<file path="config.mk">
export PLATFORM = sky130hd
export DESIGN_NAME = reset_sequencer
export DESIGN_NICKNAME = d
export VERILOG_FILES = /design/src/rtl/ppcpu_rst_pkg.sv /design/src/rtl/reset_seq_wdt.sv /design/src/rtl/reset_sequencer.sv
export SDC_FILE = /design/constraint.sdc
export NUM_CORES = 1
export LEC_CHECK = 0
export ABC_CLOCK_PERIOD_IN_PS = 1600
export BUFFER_PORTS_ARGS = -buffer_cell sky130_fd_sc_hd__buf_2
export CORE_MARGIN = 4
export CORE_UTILIZATION = 46
export CTS_CLUSTER_DIAMETER = 200
export DETAILED_ROUTE_END_ITERATION = 16
export PLACE_DENSITY = 0.64
export SYNTH_ARGS = -nofsm -noshare
export SYNTH_HDL_FRONTEND = slang
export SYNTH_SLANG_ARGS = --single-unit
</file>
<file path="constraint.sdc">
create_clock -name i_clk -period 1.6 [get_ports i_clk]
set_clock_uncertainty 0.15 [all_clocks]
set_input_delay 0.32 -clock i_clk [delete_from_list [all_inputs] [get_ports i_clk]]
set_output_delay 0.32 -clock i_clk [all_outputs]
set_load 0.005 [all_outputs]
</file>
<file path="src/rtl/ppcpu_rst_pkg.sv">
// Shared reset-sequencer definitions: FSM state encoding and reset-domain indices.
package ppcpu_rst_pkg;

  typedef enum logic [1:0] {
    HOLD    = 2'd0,
    SEQ     = 2'd1,
    SASSERT = 2'd2,
    DONE    = 2'd3
  } rst_state_e;

  // Release order: bit 0 (interconnect) comes out of reset first, the core last.
  localparam int RST_DOM_BUS    = 0;
  localparam int RST_DOM_MEM    = 1;
  localparam int RST_DOM_PERIPH = 2;
  localparam int RST_DOM_CORE   = 3;

  function automatic int clog2_min1(input int value);
    return (value > 1) ? $clog2(value) : 1;
  endfunction

endpackage

</file>
<file path="src/rtl/reset_seq_wdt.sv">
// Watchdog counter for the reset sequencer: runs while enabled, clears on kick, flags expiry.
module reset_seq_wdt
  import ppcpu_rst_pkg::*;
#(
  parameter int WDT_CYCLES = 65536
) (
  input  logic i_clk,
  input  logic i_rst,
  input  logic i_run,
  input  logic i_kick,
  output logic o_expire
);

  localparam int WW = clog2_min1(WDT_CYCLES);

  logic [WW-1:0] cnt_q;

  assign o_expire = i_run && !i_kick && (cnt_q == WW'(WDT_CYCLES - 1));

  always_ff @(posedge i_clk or posedge i_rst) begin
    if (i_rst) begin
      cnt_q <= '0;
    end else if (!i_run || i_kick || o_expire) begin
      cnt_q <= '0;
    end else begin
      cnt_q <= cnt_q + WW'(1);
    end
  end

endmodule

</file>
<file path="src/rtl/reset_sequencer.sv">
// Ordered per-domain reset release with soft-reset servicing.
// Optional watchdog-triggered soft reset when RESET_SEQ_WDT_EN is defined.
module reset_sequencer
  import ppcpu_rst_pkg::*;
#(
  parameter int N_DOMAINS  = 4,
  parameter int STEP_DELAY = 16
`ifdef RESET_SEQ_WDT_EN
  , parameter int WDT_CYCLES = 65536
`endif
) (
  input  logic                 i_clk,
  input  logic                 i_rst,
  input  logic                 i_hold,
  input  logic                 i_soft_rst_req,
  input  logic [N_DOMAINS-1:0] i_soft_mask,
  output logic                 o_soft_rst_ack,
  output logic [N_DOMAINS-1:0] o_rst,
  output logic                 o_busy
`ifdef RESET_SEQ_WDT_EN
  , input  logic               i_wdt_kick
  , output logic               o_wdt_fired
`endif
);

  localparam int CW = $clog2(STEP_DELAY + 1);
  localparam int IW = clog2_min1(N_DOMAINS);

  rst_state_e           state_q, state_d;
  logic [CW-1:0]        cnt_q, cnt_d;
  logic [IW-1:0]        idx_q, idx_d;
  logic [N_DOMAINS-1:0] mask_q, mask_d;
  logic [N_DOMAINS-1:0] rst_q, rst_d;
  logic                 ack_q, ack_d;
  logic                 soft_q, soft_d;

`ifdef RESET_SEQ_WDT_EN
  logic wdt_expire;
  logic fired_q, fired_d;

  reset_seq_wdt #(
    .WDT_CYCLES(WDT_CYCLES)
  ) u_wdt (
    .i_clk    (i_clk),
    .i_rst    (i_rst),
    .i_run    (state_q == DONE),
    .i_kick   (i_wdt_kick),
    .o_expire (wdt_expire)
  );

  assign o_wdt_fired = fired_q;
`endif

  always_ff @(posedge i_clk or posedge i_rst) begin
    if (i_rst) begin
      state_q <= HOLD;
      cnt_q   <= '0;
      idx_q   <= IW'(RST_DOM_BUS);
      mask_q  <= '1;
      rst_q   <= '1;
      ack_q   <= 1'b0;
      soft_q  <= 1'b0;
`ifdef RESET_SEQ_WDT_EN
      fired_q <= 1'b0;
`endif
    end else begin
      state_q <= state_d;
      cnt_q   <= cnt_d;
      idx_q   <= idx_d;
      mask_q  <= mask_d;
      rst_q   <= rst_d;
      ack_q   <= ack_d;
      soft_q  <= soft_d;
`ifdef RESET_SEQ_WDT_EN
      fired_q <= fired_d;
`endif
    end
  end

  // HOLD and SEQ share the release step; HOLD is simply the idx = 0 step after power-on.
  always_comb begin
    state_d = state_q;
    cnt_d   = cnt_q;
    idx_d   = idx_q;
    mask_d  = mask_q;
    rst_d   = rst_q;
    ack_d   = 1'b0;
    soft_d  = soft_q;
`ifdef RESET_SEQ_WDT_EN
    fired_d = fired_q;
`endif
    case (state_q)
      HOLD, SEQ: begin
        if (!i_hold) begin
          if (cnt_q == CW'(STEP_DELAY - 1)) begin
            cnt_d        = '0;
            rst_d[idx_q] = 1'b0;
            if (idx_q == IW'(N_DOMAINS - 1)) begin
              state_d = DONE;
              ack_d   = soft_q;
              soft_d  = 1'b0;
            end else begin
              idx_d   = idx_q + IW'(1);
              state_d = SEQ;
            end
          end else begin
            cnt_d = cnt_q + CW'(1);
          end
        end
      end
      SASSERT: begin
        rst_d = rst_q | mask_q;
        if (cnt_q == CW'(STEP_DELAY - 1)) begin
          cnt_d   = '0;
          idx_d   = IW'(RST_DOM_BUS);
          state_d = SEQ;
        end else begin
          cnt_d = cnt_q + CW'(1);
        end
      end
      DONE: begin
`ifdef RESET_SEQ_WDT_EN
        // Watchdog wins over a simultaneous request and never acknowledges.
        if (wdt_expire) begin
          mask_d  = '1;
          rst_d   = '1;
          cnt_d   = '0;
          soft_d  = 1'b0;
          fired_d = 1'b1;
          state_d = SASSERT;
        end else
`endif
        if (i_soft_rst_req) begin
          if (i_soft_mask != '0) begin
            mask_d  = i_soft_mask;
            rst_d   = rst_q | i_soft_mask;
            cnt_d   = '0;
            soft_d  = 1'b1;
            state_d = SASSERT;
          end else begin
            ack_d = 1'b1;
          end
        end
      end
      default: state_d = HOLD;
    endcase
  end

  assign o_rst          = rst_q;
  assign o_busy         = (state_q != DONE);
  assign o_soft_rst_ack = ack_q;

endmodule

</file>
==> results_dict.tcl, run 1 <==
set metrics [dict create \
    nets 150 \
    grt_max_degree 20 \
    power.share.clock_pct 11.4 \
    crit_slowest_cell "dfrtp_2" \
    die_height_um 57.4 \
    drtIter0Drc 21 \
    place_area_um2 1310 \
    maxCapViolations 0 \
    grt_util_all_layers_pct 14.6 \
    p_per_area_nw_per_um2 1550 \
    fillers 185 \
    fin_crit_sh_pct 96.5 \
    cts_made_buffers 3 \
    clk_pin_slew_worst_paths_ps 110 \
    start_util_pct 49.3 \
    crit_path_cell_trace "and2_4 > inv_4 > buf_2" \
    relSlewSlack_pct 73.9 \
    finalWeightedCongestion 0.794 \
    cts.htree.levels 1 \
    dpl.hpwl_um 1680 \
    wire_per_inst_um 13.6 \
    ys_ff_latch 19 \
    p_switching_mw 0.785 \
    antenna_left 0 \
    timing.hold.ws_ps 164 \
    max_freq_ghz 0.647 \
    cts-root-buf "clkbuf_4" \
    clockBufferDepth 2 \
    avgSynthCellArea_um2 10.9 \
    port_buffers 13 \
    n_antenna_cell 0 \
    hold_viol 0 \
    synth_area_um2 1120 \
    finalCriticalPeriod_ps 1540 \
    slowest_delay_ps 430 \
    grt_pass1_wl_um 3840 \
    cts_tree "done" \
    yosysWarnings 0 \
    crit_arrival_ps 1070 \
    fp.coreArea_um2 2280 \
    required_ps 1130 \
    routed_wl_um 2240 \
    dieArea_um2 3290 \
    finalSetupViolCount 0 \
    yosysSeqAreaShare_pct 43.3 \
    syn_inst 103 \
    rows 17 \
    tightest_slew_ps 390 \
    dr_total_vias 878 \
    final_area_um2 1380 \
    synth_cell_types 41 \
    die_w_um 57.4 \
    first_pass_iters 4 \
    drive_above_1_share_pct 41.9 \
    synth_top_area_share_pct 24.5 \
    post-route-util_pct 60.8 \
    yosysTopAreaCell "dfrtp_1" \
    area_growth_pct 23.3 \
    drv_slew 0 \
    viasPerCell 5.35 \
    synth_area_leaders "dfrtp_1 (25%), dfstp_2 (19%), ha_1 (5.6%)" \
    p_int_mw 1.36 \
    path_class "reg2out" \
    cts_sinks 19 \
    path_buf_inv 2 \
    endpoint_kind "output port" \
    ir_worst_vdd_v 0.00107 \
    gr-total-overflow 0 \
    combinationalPowerShare_pct 51.8 \
    clk_latency_ps 300 \
    drc 0 \
    cp_max_fo 4 \
    syn_nets 116 \
    status "complete, no violations" \
    leakage_nw 0.667 \
    pin_count 14 \
    power.share.sequential_pct 36.8 \
    path_delay_family "flip-flops" \
    antenna_found_initial 0 \
    min_path_type "in2reg" \
    switching_share_pct 36.7 \
    cp-start-kind "register" \
    grt_pass1_vias 852 \
]
-- synthesized netlist by cell type, drive strengths merged --
cell and count:
a31oi 1, o311ai 1, ha 5, o221ai 3, mux2 3, and3 5, and4b 1, o21ai 10
nor3b 1, clkbuf 2, nor2b 3, buf 1, dfstp 8, a21o 1, nand2b 5, inv 12
o21a 2, nand3 1, a211oi 1, nand2 2, nor3 1, o211ai 1, dfrtp 11, a21boi 3
nor2 2, o31a 1, a21oi 1, o41ai 1, a22o 6, a31o 1, and2 2, nand4 2
nand4b 1, nor4 1, a311oi 1
-- worst register-to-register path, stage by stage, from the launching register on --
cell      delay [ps]
dfrtp_1          370
ha_2             210
nand4b_4         180
and3_1           250
mux2_4           260
-- what timing repair did --
item                                   CTS  global route
hold buffers                             1             0
setup buffers                            2             2
setup endpoints to repair                1             2
pin swaps                                1             1
endpoints found under the hold margin   11             0
resized for setup                        2             2
-- placed cells by master (no fill, tap or decap), types with 2 or more instances in the layout --
cell type,netlist,final
ha_1,5,4
nor2b_1,3,3
inv_1,11,11
dfrtp_2,0,2
buf_4,0,18
a22o_1,6,6
nand4_1,2,2
dfstp_2,8,8
nand2b_1,4,4
nand2_1,2,2
clkbuf_4,0,3
dfrtp_1,11,9
a21boi_0,3,3
nor2_1,2,2
o21a_1,2,2
o21ai_0,10,10
and3_1,4,4
buf_2,0,13
o221ai_1,3,3
-- sequential cells by signal, summed over array words and instances, names as in the netlist --
signal,cells
cnt_q,5
mask_q,4
o_rst,4
idx_q,2
state_q,2
o_soft_rst_ack,1
soft_q,1
-- cell families (layout without fill, tap and decap cells) --
logic type	Yosys count	after routing	synth area share, %
flops	19	19	43.3
simple gates	27	27	16.9
compound gates	34	34	25.2
fa+ha+maj	5	5	5.57
buf+inv	15	48	5.69
mux	3	3	3.34
-- layout make-up --
type	count	area, um2	share of cell area (%)
clock buffer	3	22.5	1.63
clock inverter	1	5.00	0.362
inverter	12	47.5	3.44
multi-input combinational	69	576	41.6
sequential	19	488	35.3
tap	28	35.0	2.53
timing repair buffer	32	210	15.2
-- layer usage --
layer | track usage [%] | routed length [um]
met1 | 20.1 | 1120
met2 | 22.7 | 1030
met3 | 2.94 | 71
met4 | 4.64 | 17
met5 | 0 | 0
-- metrics by stage --
step	worst slack (ps)	total power [mW]	std cells	TNS [ps]
global placement	30.5	1.80	155	0
global route	-1.27	2.32	164	-1.27
detailed placement	44.4	1.83	155	0
CTS	16.7	2.12	162	0
finish	55.5	2.14	164	0
floorplan	55.3	1.47	103	0
-- path summary, 6_finish.rpt --
check / depth (start not counted) / slack [ps] / endpoint / startpoint
worst min register to register: 2 / 360 / o_rst[3]$_DFFE_PP1P_ / o_rst[3]$_DFFE_PP1P_
worst min-delay path: 2 / 160 / mask_q[3]$_DFFE_PP1P_ / i_soft_mask[3]
worst max-delay path: 3 / 60 / o_busy / state_q[0]$_DFFE_PP0P_
min in group asynchronous: 4 / 420 / idx_q[0]$_DFFE_PP0P_ / i_rst
max in group asynchronous: 4 / 620 / o_rst[3]$_DFFE_PP1P_ / i_rst
worst max register to register: 4 / 70 / cnt_q[0]$_DFFE_PP0P_ / cnt_q[0]$_DFFE_PP0P_
-- power by group through the flow --
stage / logic, mW / registers [mW] / clock network, mW
finish: 1.11 / 0.789 / 0.244
global route: 1.23 / 0.812 / 0.277
CTS: 1.08 / 0.784 / 0.253
detailed placement: 1.03 / 0.801 / 0
global placement: 1.00 / 0.793 / 0
floorplan: 0.676 / 0.789 / 0
Power figures use the tool's default switching activity.
==> inputs of run 2 (changes only) <==
--- a/config.mk
+++ b/config.mk
@@ -5,13 +5,15 @@
 export SDC_FILE = /design/constraint.sdc
 export NUM_CORES = 1
 export LEC_CHECK = 0
-export ABC_CLOCK_PERIOD_IN_PS = 1600
+export ABC_CLOCK_PERIOD_IN_PS = 1650
 export BUFFER_PORTS_ARGS = -buffer_cell sky130_fd_sc_hd__buf_2
+export CAP_MARGIN = 20
 export CORE_MARGIN = 4
 export CORE_UTILIZATION = 46
 export CTS_CLUSTER_DIAMETER = 200
 export DETAILED_ROUTE_END_ITERATION = 16
-export PLACE_DENSITY = 0.64
+export GPL_ROUTABILITY_DRIVEN = 0
+export PLACE_DENSITY = 0.62
 export SYNTH_ARGS = -nofsm -noshare
 export SYNTH_HDL_FRONTEND = slang
 export SYNTH_SLANG_ARGS = --single-unit
==> constraint.sdc (replaced) <==
create_clock -name i_clk -period 1.65 [get_ports i_clk]
set_clock_uncertainty 0.15 [all_clocks]
set_input_delay 0.33 -clock i_clk [delete_from_list [all_inputs] [get_ports i_clk]]
set_output_delay 0.33 -clock i_clk [all_outputs]
set_load 0.005 [all_outputs]
==> run 2 against run 1 <==
Effect of this change:
- non-clock buffer count decreased by 7
- combinational power decreased by 15%
- register-to-register slack about the same
- critical path depth unchanged
- setup slack improved by 0.69 ps
- critical path type unchanged
==> results_dict.tcl, run 2 (synthesis gave the netlist of run 1 again) <==
set metrics [dict create \
    dpl.hpwl_um 1660 \
    mostFrequentLayoutCell "buf_2" \
    final.setup.worst_slack_ps 56.2 \
    fp.coreArea_um2 2280 \
    maxCapViolations 0 \
    crit_slowest_cell "dfrtp_1" \
    cts_made_buffers 3 \
    final_area_um2 1340 \
    finalSetupViolCount 0 \
    status "complete, no violations" \
    finalCriticalPeriod_ps 1590 \
    final.setup.tns_ps 0 \
    dpl_worst_slack_ps 58.0 \
    drv_slew 0 \
    min_path_cells 2 \
    regMostFlops "cnt_q" \
    pin_count 14 \
    die_w_um 57.4 \
    drive_above_1_share_pct 38.0 \
    largest_reg_flops 5 \
    required_ps 1170 \
    drc 0 \
    worstHoldEndpoint "mask_q[3]$_DFFE_PP1P_" \
    min_path_type "in2reg" \
    grt_pass1_vias 865 \
    endpoint_kind "output port" \
    cp-start-kind "register" \
    regToRegEndpoint "idx_q[0]$_DFFE_PP0P_" \
    nets 143 \
    drtIter0Drc 14 \
    dr_total_vias 873 \
    layoutNonFillerInstCount 157 \
    place_inst 149 \
    hold_viol 0 \
    power_mw 1.98 \
    rsz0062_at_grt "no" \
    p_per_area_nw_per_um2 1480 \
    antenna_found_initial 0 \
    max_freq_ghz 0.627 \
    viasPerCell 5.56 \
    clk_pin_slew_worst_paths_ps 120 \
    grt_util_all_layers_pct 15.2 \
    fillers 185 \
    fin_crit_sh_pct 96.6 \
    ir_worst_vdd_v 0.000955 \
    path_class "reg2out" \
    grt_max_degree 15 \
    start_util_pct 49.3 \
    cts.htree.levels 1 \
    tightest_slew_ps 420 \
    slowest_delay_ps 430 \
    dieArea_um2 3290 \
    first_pass_iters 4 \
    rows 17 \
    r2r_slack_ps 60 \
    leakage_nw 0.645 \
    wire_per_inst_um 14.3 \
    cp_max_fo 5 \
    place_area_um2 1260 \
    cts_tree "done" \
    cts-root-buf "clkbuf_4" \
    hp-start "i_soft_mask[3]" \
    gr-total-overflow 0 \
    crit_path_cell_trace "and2_4 > inv_4 > buf_2" \
    grt_pass1_wl_um 3910 \
    crit_arrival_ps 1110 \
    r2r-start "state_q[0]$_DFFE_PP0P_" \
    final_cell_mix "buf_2 (13), inv_1 (11), buf_4 (11)" \
    clk_latency_ps 300 \
    area_growth_pct 19.1 \
    antenna_left 0 \
    clockBufferDepth 2 \
    port_buffers 13 \
    r2r_cells 4 \
    cts_sinks 19 \
    routed_wl_um 2250 \
    n_antenna_cell 0 \
    relSlewSlack_pct 72.0 \
    die_height_um 57.4 \
]
-- run 2: changes by cell type in the layout (fill, tap and decap cells not counted), sizes merged --
cell  delta
buf      -7
-- run 2: worst max-delay path by stage --
stage,start,to,slack [ps],cells after the start
after floorplan,cnt_q[0]$_DFFE_PP0P_,cnt_q[0]$_DFFE_PP0P_,110,4
after global placement,state_q[1]$_DFFE_PP0P_,idx_q[0]$_DFFE_PP0P_,70,3
final,state_q[0]$_DFFE_PP0P_,o_busy,60,3
after CTS,state_q[0]$_DFFE_PP0P_,o_busy,3,3
after detailed placement,cnt_q[0]$_DFFE_PP0P_,cnt_q[0]$_DFFE_PP0P_,60,4
after global routing,state_q[0]$_DFFE_PP0P_,o_busy,4,3
-- run 2: cell type report --
type | count | area [um2] | area share, %
clock buffer | 3 | 22.5 | 1.69
clock inverter | 1 | 5.00 | 0.375
inverter | 12 | 47.5 | 3.56
multi-input combinational | 69 | 582 | 43.5
sequential | 19 | 487 | 36.4
tap | 28 | 35.0 | 2.62
timing repair buffer | 25 | 158 | 11.8
-- run 2: timing repair --
item                                   CTS  global route
gates resized for setup                  1             3
setup endpoints to repair                1             6
endpoints found under the hold margin    2             0
hold buffers                             1             0
pin swaps                                0             0
cloned                                   0             0
buffers inserted                         0             3
-- run 2: routing by layer --
| layer | part of all wire, % | global-route usage, % | vias up |
|---|---|---|---|
| met5 | 0 | 0 | - |
| met4 | 0.80 | 5.30 | 0 |
| met3 | 2.5 | 2.94 | 2 |
| met2 | 49 | 25.2 | 12 |
| met1 | 48 | 19.5 | 432 |
| li1 | - | - | 427 |
-- run 2: worst max-delay path, delay by kind of cell, from the launching register on --
family                 cells  cell delay, ps
flip-flops                 1             430
buffers and inverters      2             180
AND/OR/NAND/NOR            1             210
-- run 2: power breakdown --
part	switching (mW)	total [mW]	internal (mW)	leakage, nW
Combinational	0.459	0.947	0.488	0.410
Clock	0.151	0.241	0.0902	0.0177
Sequential	0.139	0.788	0.649	0.217
-- run 2: stage by stage --
step | hold slack, ps | utilization (%)
4_1_cts | 166 | 57.2
5_1_grt | 174 | 58.7
2_1_floorplan | 125 | -
6_report | 170 | 58.7
3_3_place_gp | 188 | 55.5
3_5_place_dp | 191 | 55.5
